## src/rtl/toeplitz_stream_if.sv

```systemverilog
// Seed, raw-word input and extracted-word output bundle for toeplitz_stream.
// The master side drives the seed, the raw words and q_ready; the slave side is the extractor.
interface toeplitz_stream_if #(
    parameter int N     = 256,
    parameter int L     = 128,
    parameter int WIDTH = 8
);
    logic [N+L-2:0] seed_in;
    logic           seed_load;
    logic           seed_pending;
    logic [WIDTH-1:0] in_data;
    logic           in_valid;
    logic           in_ready;
    logic [L-1:0]   q;
    logic           q_valid;
    logic           q_ready;

    modport master (
        output seed_in, seed_load, in_data, in_valid, q_ready,
        input  seed_pending, in_ready, q, q_valid
    );

    modport slave (
        input  seed_in, seed_load, in_data, in_valid, q_ready,
        output seed_pending, in_ready, q, q_valid
    );
endinterface

```

## src/rtl/toeplitz_stream.sv

```systemverilog
// Streaming Toeplitz extractor: folds N raw bits, WIDTH per word, into one L-bit word using a double-buffered seed.
// q is valid one cycle after the last word of a block; a held q stalls only the next block's last word.
module toeplitz_stream #(
    parameter int N     = 256,
    parameter int L     = 128,
    parameter int WIDTH = 8
) (
    input  logic clk,
    input  logic reset,
    toeplitz_stream_if.slave bus
);
    localparam int WORDS = N / WIDTH;
    localparam int CW    = (WORDS > 1) ? $clog2(WORDS) : 1;
    localparam int S     = N + L - 1;
    localparam logic [CW-1:0] LAST = CW'(WORDS - 1);

    logic [CW-1:0] wcnt;
    logic [S-1:0]  pend_seed;
    logic [S-1:0]  act_seed;
    logic          seed_pend_r;
    logic          seeded;
    logic [L-1:0]  acc;
    logic [L-1:0]  q_r;
    logic          q_vld_r;

    logic          last_word;
    logic          xfer;
    logic          in_rdy;
    logic          accept;
    logic [S-1:0]  shifted;
    logic [L-1:0]  contrib;

    // Word k covers x[N-1-k*WIDTH -: WIDTH], so its columns start k*WIDTH bits into the seed.
    always_comb begin
        last_word = (wcnt == LAST);
        xfer      = (wcnt == '0) && seed_pend_r;
        in_rdy    = seeded && !xfer && !(last_word && q_vld_r && !bus.q_ready);
        accept    = bus.in_valid && in_rdy;
        shifted   = act_seed >> (int'(wcnt) * WIDTH);
        contrib   = '0;
        for (int b = 0; b < WIDTH; b++) begin
            if (bus.in_data[b]) begin
                contrib = contrib ^ shifted[WIDTH-1-b +: L];
            end
        end
    end

    assign bus.in_ready     = in_rdy;
    assign bus.q            = q_r;
    assign bus.q_valid      = q_vld_r;
    assign bus.seed_pending = seed_pend_r;

    always_ff @(posedge clk or posedge reset) begin
        if (reset) begin
            wcnt        <= '0;
            pend_seed   <= '0;
            act_seed    <= '0;
            seed_pend_r <= 1'b0;
            seeded      <= 1'b0;
            acc         <= '0;
            q_r         <= '0;
            q_vld_r     <= 1'b0;
        end else begin
            if (bus.seed_load) begin
                pend_seed   <= bus.seed_in;
                seed_pend_r <= 1'b1;
            end
            // A load landing on the transfer edge stays pending for the following block.
            if (xfer) begin
                act_seed <= pend_seed;
                seeded   <= 1'b1;
                if (!bus.seed_load) begin
                    seed_pend_r <= 1'b0;
                end
            end
            if (q_vld_r && bus.q_ready) begin
                q_vld_r <= 1'b0;
            end
            if (accept) begin
                if (last_word) begin
                    wcnt    <= '0;
                    acc     <= '0;
                    q_r     <= acc ^ contrib;
                    q_vld_r <= 1'b1;
                end else begin
                    wcnt <= wcnt + 1'b1;
                    acc  <= acc ^ contrib;
                end
            end
        end
    end
endmodule

```

## src/flat_wrapper.sv

```systemverilog
// flat-port wrapper written by rule: the top's interface ports become plain ports
module toeplitz_stream_flat 
#(
    parameter int N     = 256,
    parameter int L     = 128,
    parameter int WIDTH = 8
)
  (clk, reset, bus_seed_in, bus_seed_load, bus_in_data, bus_in_valid, bus_q_ready, bus_seed_pending, bus_in_ready, bus_q, bus_q_valid);
  toeplitz_stream_if #(.N(N), .L(L), .WIDTH(WIDTH)) bus_i ();
  input  logic clk;
  input  logic reset;
  input wire logic [$bits(bus_i.seed_in)-1:0] bus_seed_in;
  input wire logic [$bits(bus_i.seed_load)-1:0] bus_seed_load;
  input wire logic [$bits(bus_i.in_data)-1:0] bus_in_data;
  input wire logic [$bits(bus_i.in_valid)-1:0] bus_in_valid;
  input wire logic [$bits(bus_i.q_ready)-1:0] bus_q_ready;
  output wire logic [$bits(bus_i.seed_pending)-1:0] bus_seed_pending;
  output wire logic [$bits(bus_i.in_ready)-1:0] bus_in_ready;
  output wire logic [$bits(bus_i.q)-1:0] bus_q;
  output wire logic [$bits(bus_i.q_valid)-1:0] bus_q_valid;
  assign bus_i.seed_in = bus_seed_in;
  assign bus_i.seed_load = bus_seed_load;
  assign bus_i.in_data = bus_in_data;
  assign bus_i.in_valid = bus_in_valid;
  assign bus_i.q_ready = bus_q_ready;
  assign bus_seed_pending = bus_i.seed_pending;
  assign bus_in_ready = bus_i.in_ready;
  assign bus_q = bus_i.q;
  assign bus_q_valid = bus_i.q_valid;
  toeplitz_stream #(.N(N), .L(L), .WIDTH(WIDTH)) u_core (.clk(clk), .reset(reset), .bus(bus_i));
endmodule
```

## config.mk

```make
export PLATFORM = sky130hd
export DESIGN_NAME = toeplitz_stream_flat
export DESIGN_NICKNAME = d
export VERILOG_FILES = /design/src/rtl/toeplitz_stream_if.sv /design/src/rtl/toeplitz_stream.sv /design/src/flat_wrapper.sv
export SDC_FILE = /design/constraint.sdc
export NUM_CORES = 2
export LEC_CHECK = 0
export CORE_UTILIZATION = 45
export DETAILED_ROUTE_END_ITERATION = 8
export SLEW_MARGIN = 20
export SYNTH_ARGS = -nofsm -noshare
export SYNTH_HDL_FRONTEND = slang
export SYNTH_SLANG_ARGS = --single-unit
```

## constraint.sdc

```tcl
create_clock -name clk -period 77.7 [get_ports clk]
set_clock_uncertainty 0.2 [all_clocks]
set_input_delay 19.425 -clock clk [delete_from_list [all_inputs] [get_ports clk]]
set_output_delay 19.425 -clock clk [all_outputs]
set_load 0.01 [all_outputs]
```

==> summary.md <==
| Metric | Value |
|---|---|
| Post-cts hold buffer count | 0 |
| XOR/XNOR share of the synthesized area | approximately an eighth |
| Post-DR vias/cell | approximately 6.5 |
| Width of the die | ~400 um |
| Proportion of layout cells with a drive suffix above 1 | 27.6% |
| Number of resized instances in the post-cts repair step | 0 |
| Root buffer selected by CTS | sky130_fd_sc_hd__clkbuf_16 |
| Placer Congestion | 1.07 |
| Routed len/inst | 35.4 um |
| Hold/Removal Path Class | reg -> reg |
| MaxCap Viol Count | 0 |
| Tcrit/Tclk final | a little over half |
| Clk Latency, worst-skew pair | slightly below 0.8 ns |
| Req. time, crit path | 58.08 ns |
| Area of the core | 159,000 um^2 |
| DP Wirelength | 226,000 um |
| Effective utilization at floorplan | a little under half |
| Number of setup violations in the final report | 0 |
| Area added between synthesis and finish | 14.1% |
| Worst Hold Slack | about 0.28 ns |
| Combinational family with the most area after synthesis | multiplexers |
| Wire length of the first global-routing pass | approximately 430,000 um |
| Crit path arrival time | around 21 ns |
| Final Max Tran Viols | 0 |
| Synth Flop Type | sky130_fd_sc_hd__dfrtp_1 |
| Number of H-tree levels | 3 |
| # DRC | 0 |
| Clock Path Buffers | 3 |
| Startpoint Class | input port |
| Run status | completed |
| Vias after detailed routing | 55.9k |
| Element type at the critical path end | output port |
| Overall Global Routing Usage | 37.2% |
| Number of antenna violations at the first check in global routing | 25 |
| Die Footprint | between 150,000 and 200,000 um^2 |
| Post CTS Setup Buffer Count | 0 |
| Aggregate routed wire length | between 300,000 and 400,000 um |
| Number of sinks handled by clock tree synthesis | around 1k |
| Post-synthesis net count | approximately 6.5k |
| Largest net degree at the start of global routing | about 150 |
| Port-buffer cells | 526 |
| Post-synth EDFFs | 0 |
| Achievable clock frequency | ~0.025 GHz |
| CTS tree | yes |
| Post-layout nets | 6,834 |
| Critical setup path kind | in -> out |
| Multiplexer share of the synthesized area | between 30 and 40% |
| Crit path time final | between 40 and 50 ns |
| Number of nets with antenna violations after detailed routing | 0 |
| Sum of negative setup slack | 0 ns |
| Average cell area after synthesis | around 12 um^2 |
| Hold violation count in the final report | 0 |
| Yosys cell types | ~100 |
| Async set-reset flop share out of synthesis | 100% |
| Synthesized area | 72,300 um^2 |
| Via count of the first global-routing pass | roughly 55k |
| Worst-case headroom to the max-slew limit | about a tenth |
| Number of instances in the synthesized netlist | around 6k |
| Yosys Warn Count | 0 |
| Worst slew pin tran | around 1.3 ns |
| Post-synthesis share of cell area spent on and, or, nand and nor gates | under 10% |
| Die span in y | 403 um |
| Share of the yosys chip area belonging to registers | 35.6% |
| Number of violations reported at the end of detailed-routing iteration 0 | 6,493 |
| #FFs+latches synth | just over 1k |
| Inserted Clock Buffers | 110 |
| CTS clock-pin slew for the worst setup and hold paths | 0.06 ns |
| Pre-Repair DR Iteration Count | 9 |
| Ports placed on the boundary | about 530 |
| Setup repair after global routing missed its margin | false |
| Crit Path Max Fanout | 4 |
| Number of standard-cell rows in the floorplan | ~150 |
| GR Overflow Total | 0 |
| Post-synthesis compound-gate area fraction | about 7.1% |
| Adder-cell area share of the yosys netlist | less than 1% |
-- synth_stat cells (19+ instances only) --
| cell | number | share of area (%) |
|---|---|---|
| sky130_fd_sc_hd__xnor3_1 | 123 | 3.8 |
| sky130_fd_sc_hd__a22o_1 | 94 | 1.1 |
| sky130_fd_sc_hd__nand3_1 | 26 | 0.18 |
| sky130_fd_sc_hd__buf_1 | 32 | 0.17 |
| sky130_fd_sc_hd__o22ai_1 | 54 | 0.47 |
| sky130_fd_sc_hd__buf_2 | 55 | 0.38 |
| sky130_fd_sc_hd__buf_4 | 54 | 0.56 |
| sky130_fd_sc_hd__dfrtp_1 | 1030 | 36 |
| sky130_fd_sc_hd__mux2_2 | 910 | 14 |
| sky130_fd_sc_hd__clkbuf_1 | 265 | 1.4 |
| sky130_fd_sc_hd__mux2i_1 | 315 | 4.4 |
| sky130_fd_sc_hd__nand2_1 | 1154 | 6.0 |
| sky130_fd_sc_hd__o221ai_2 | 22 | 0.46 |
| sky130_fd_sc_hd__nor2_1 | 74 | 0.38 |
| sky130_fd_sc_hd__buf_6 | 60 | 0.93 |
| sky130_fd_sc_hd__a21oi_1 | 30 | 0.21 |
| sky130_fd_sc_hd__a22oi_1 | 94 | 0.98 |
| sky130_fd_sc_hd__o211ai_1 | 19 | 0.20 |
| sky130_fd_sc_hd__o21ai_0 | 119 | 0.82 |
| sky130_fd_sc_hd__o21ai_1 | 72 | 0.50 |
| sky130_fd_sc_hd__xor2_1 | 215 | 2.6 |
| sky130_fd_sc_hd__mux4_2 | 423 | 13 |
| sky130_fd_sc_hd__o22a_1 | 22 | 0.27 |
| sky130_fd_sc_hd__xnor2_1 | 554 | 6.7 |
-- cell families (layout without fill, tap and decap cells) --
logic type,count (synthesis),count (layout)
AO/OA/AOI/OAI,679,679
flip-flops,1030,1030
AND/OR/NAND/NOR,1368,1368
other,0,8
multiplexers,1665,1665
XOR/XNOR,899,899
buffers and inverters,504,879
adder cells (fa/ha/maj),3,3
-- through the flow --
step                cells  util, %  area, um^2  setup slack [ns]
global placement     8392     49.5       78600             37.24
global route         8595     51.9       82500             37.18
detailed placement   8392     49.5       78600             37.24
finish               8603     51.9       82500             37.25
floorplan            6148        -       72300             29.09
CTS                  8592     51.9       82400             37.24
-- worst paths after layout --
kind | to | slack, ns | cells after the start | startpoint
hold / removal | u_core.bus.q[67] | 0.28 | 2 | u_core.bus.q[67]
setup reg to reg | u_core.act_seed[358] | 69.57 | 10 | u_core.wcnt[0]
max in group asynchronous | u_core.bus.q[82] | 54.62 | 6 | reset
setup / recovery | bus_in_ready | 37.25 | 3 | bus_q_ready
min in group asynchronous | u_core.pend_seed[115] | 19.01 | 2 | reset
hold reg to reg | u_core.bus.q[67] | 0.28 | 2 | u_core.bus.q[67]
-- per-layer routing --
metal / vias up / wire, um / global-route usage [%] / share of wire (%)
li1: 22900 / - / - / -
met1: 29200 / 120000 / 49.1 / 40
met2: 3143 / 134000 / 55.8 / 44
met3: 746 / 29000 / 9.35 / 9.5
met4: 4 / 20600 / 21.3 / 6.8
met5: - / 184 / 0.743 / 0.060
-- critical path: stages --
cell,delay (ns)
sky130_fd_sc_hd__clkdlybuf4s50_1,0.48
sky130_fd_sc_hd__o311a_1,0.32
sky130_fd_sc_hd__clkdlybuf4s50_1,0.60
-- state kept, by name (all words and copies together), names as in the netlist --
| register | count |
|---|---|
| u_core.bus.q | 128 |
| u_core.wcnt | 5 |
| u_core.act_seed | 383 |
| u_core.pend_seed | 383 |
| u_core.seeded | 1 |
| u_core.acc | 128 |
| u_core.bus.seed_pending | 1 |
| u_core.bus.q_valid | 1 |
-- cell usage in the layout, fill, tap and decap left out, types with 17 or more instances in the layout --
cell	n
sky130_fd_sc_hd__nand2_1	1151
sky130_fd_sc_hd__dfrtp_1	1025
sky130_fd_sc_hd__mux2_2	910
sky130_fd_sc_hd__xnor2_1	554
sky130_fd_sc_hd__clkdlybuf4s50_1	517
sky130_fd_sc_hd__mux4_2	423
sky130_fd_sc_hd__mux2i_1	314
sky130_fd_sc_hd__xor2_1	215
sky130_fd_sc_hd__buf_4	137
sky130_fd_sc_hd__xnor3_1	123
sky130_fd_sc_hd__o21ai_0	119
sky130_fd_sc_hd__clkbuf_16	111
sky130_fd_sc_hd__a22oi_1	94
sky130_fd_sc_hd__a22o_1	94
sky130_fd_sc_hd__nor2_1	71
sky130_fd_sc_hd__o21ai_1	70
sky130_fd_sc_hd__o22ai_1	51
sky130_fd_sc_hd__o221ai_2	31
sky130_fd_sc_hd__a21oi_1	30
sky130_fd_sc_hd__clkbuf_8	25
sky130_fd_sc_hd__nand3_1	23
sky130_fd_sc_hd__o22a_1	22
sky130_fd_sc_hd__clkbuf_1	21
sky130_fd_sc_hd__o211ai_1	19
sky130_fd_sc_hd__nand2b_1	17
-- final cells by class --
cell class,instances,area (um^2)
multi-input cells,4614,43900
flip-flops and latches,1030,25800
clock buffers,157,3200
well taps,2072,2590
inverters,16,68.8
fillers,14000,76400
diodes,8,20.0
clock inverters,43,593
repair buffers,663,6380
Power is not shown: default switching activity piles up to over one toggle a cycle in this logic, so the estimate is an artifact.
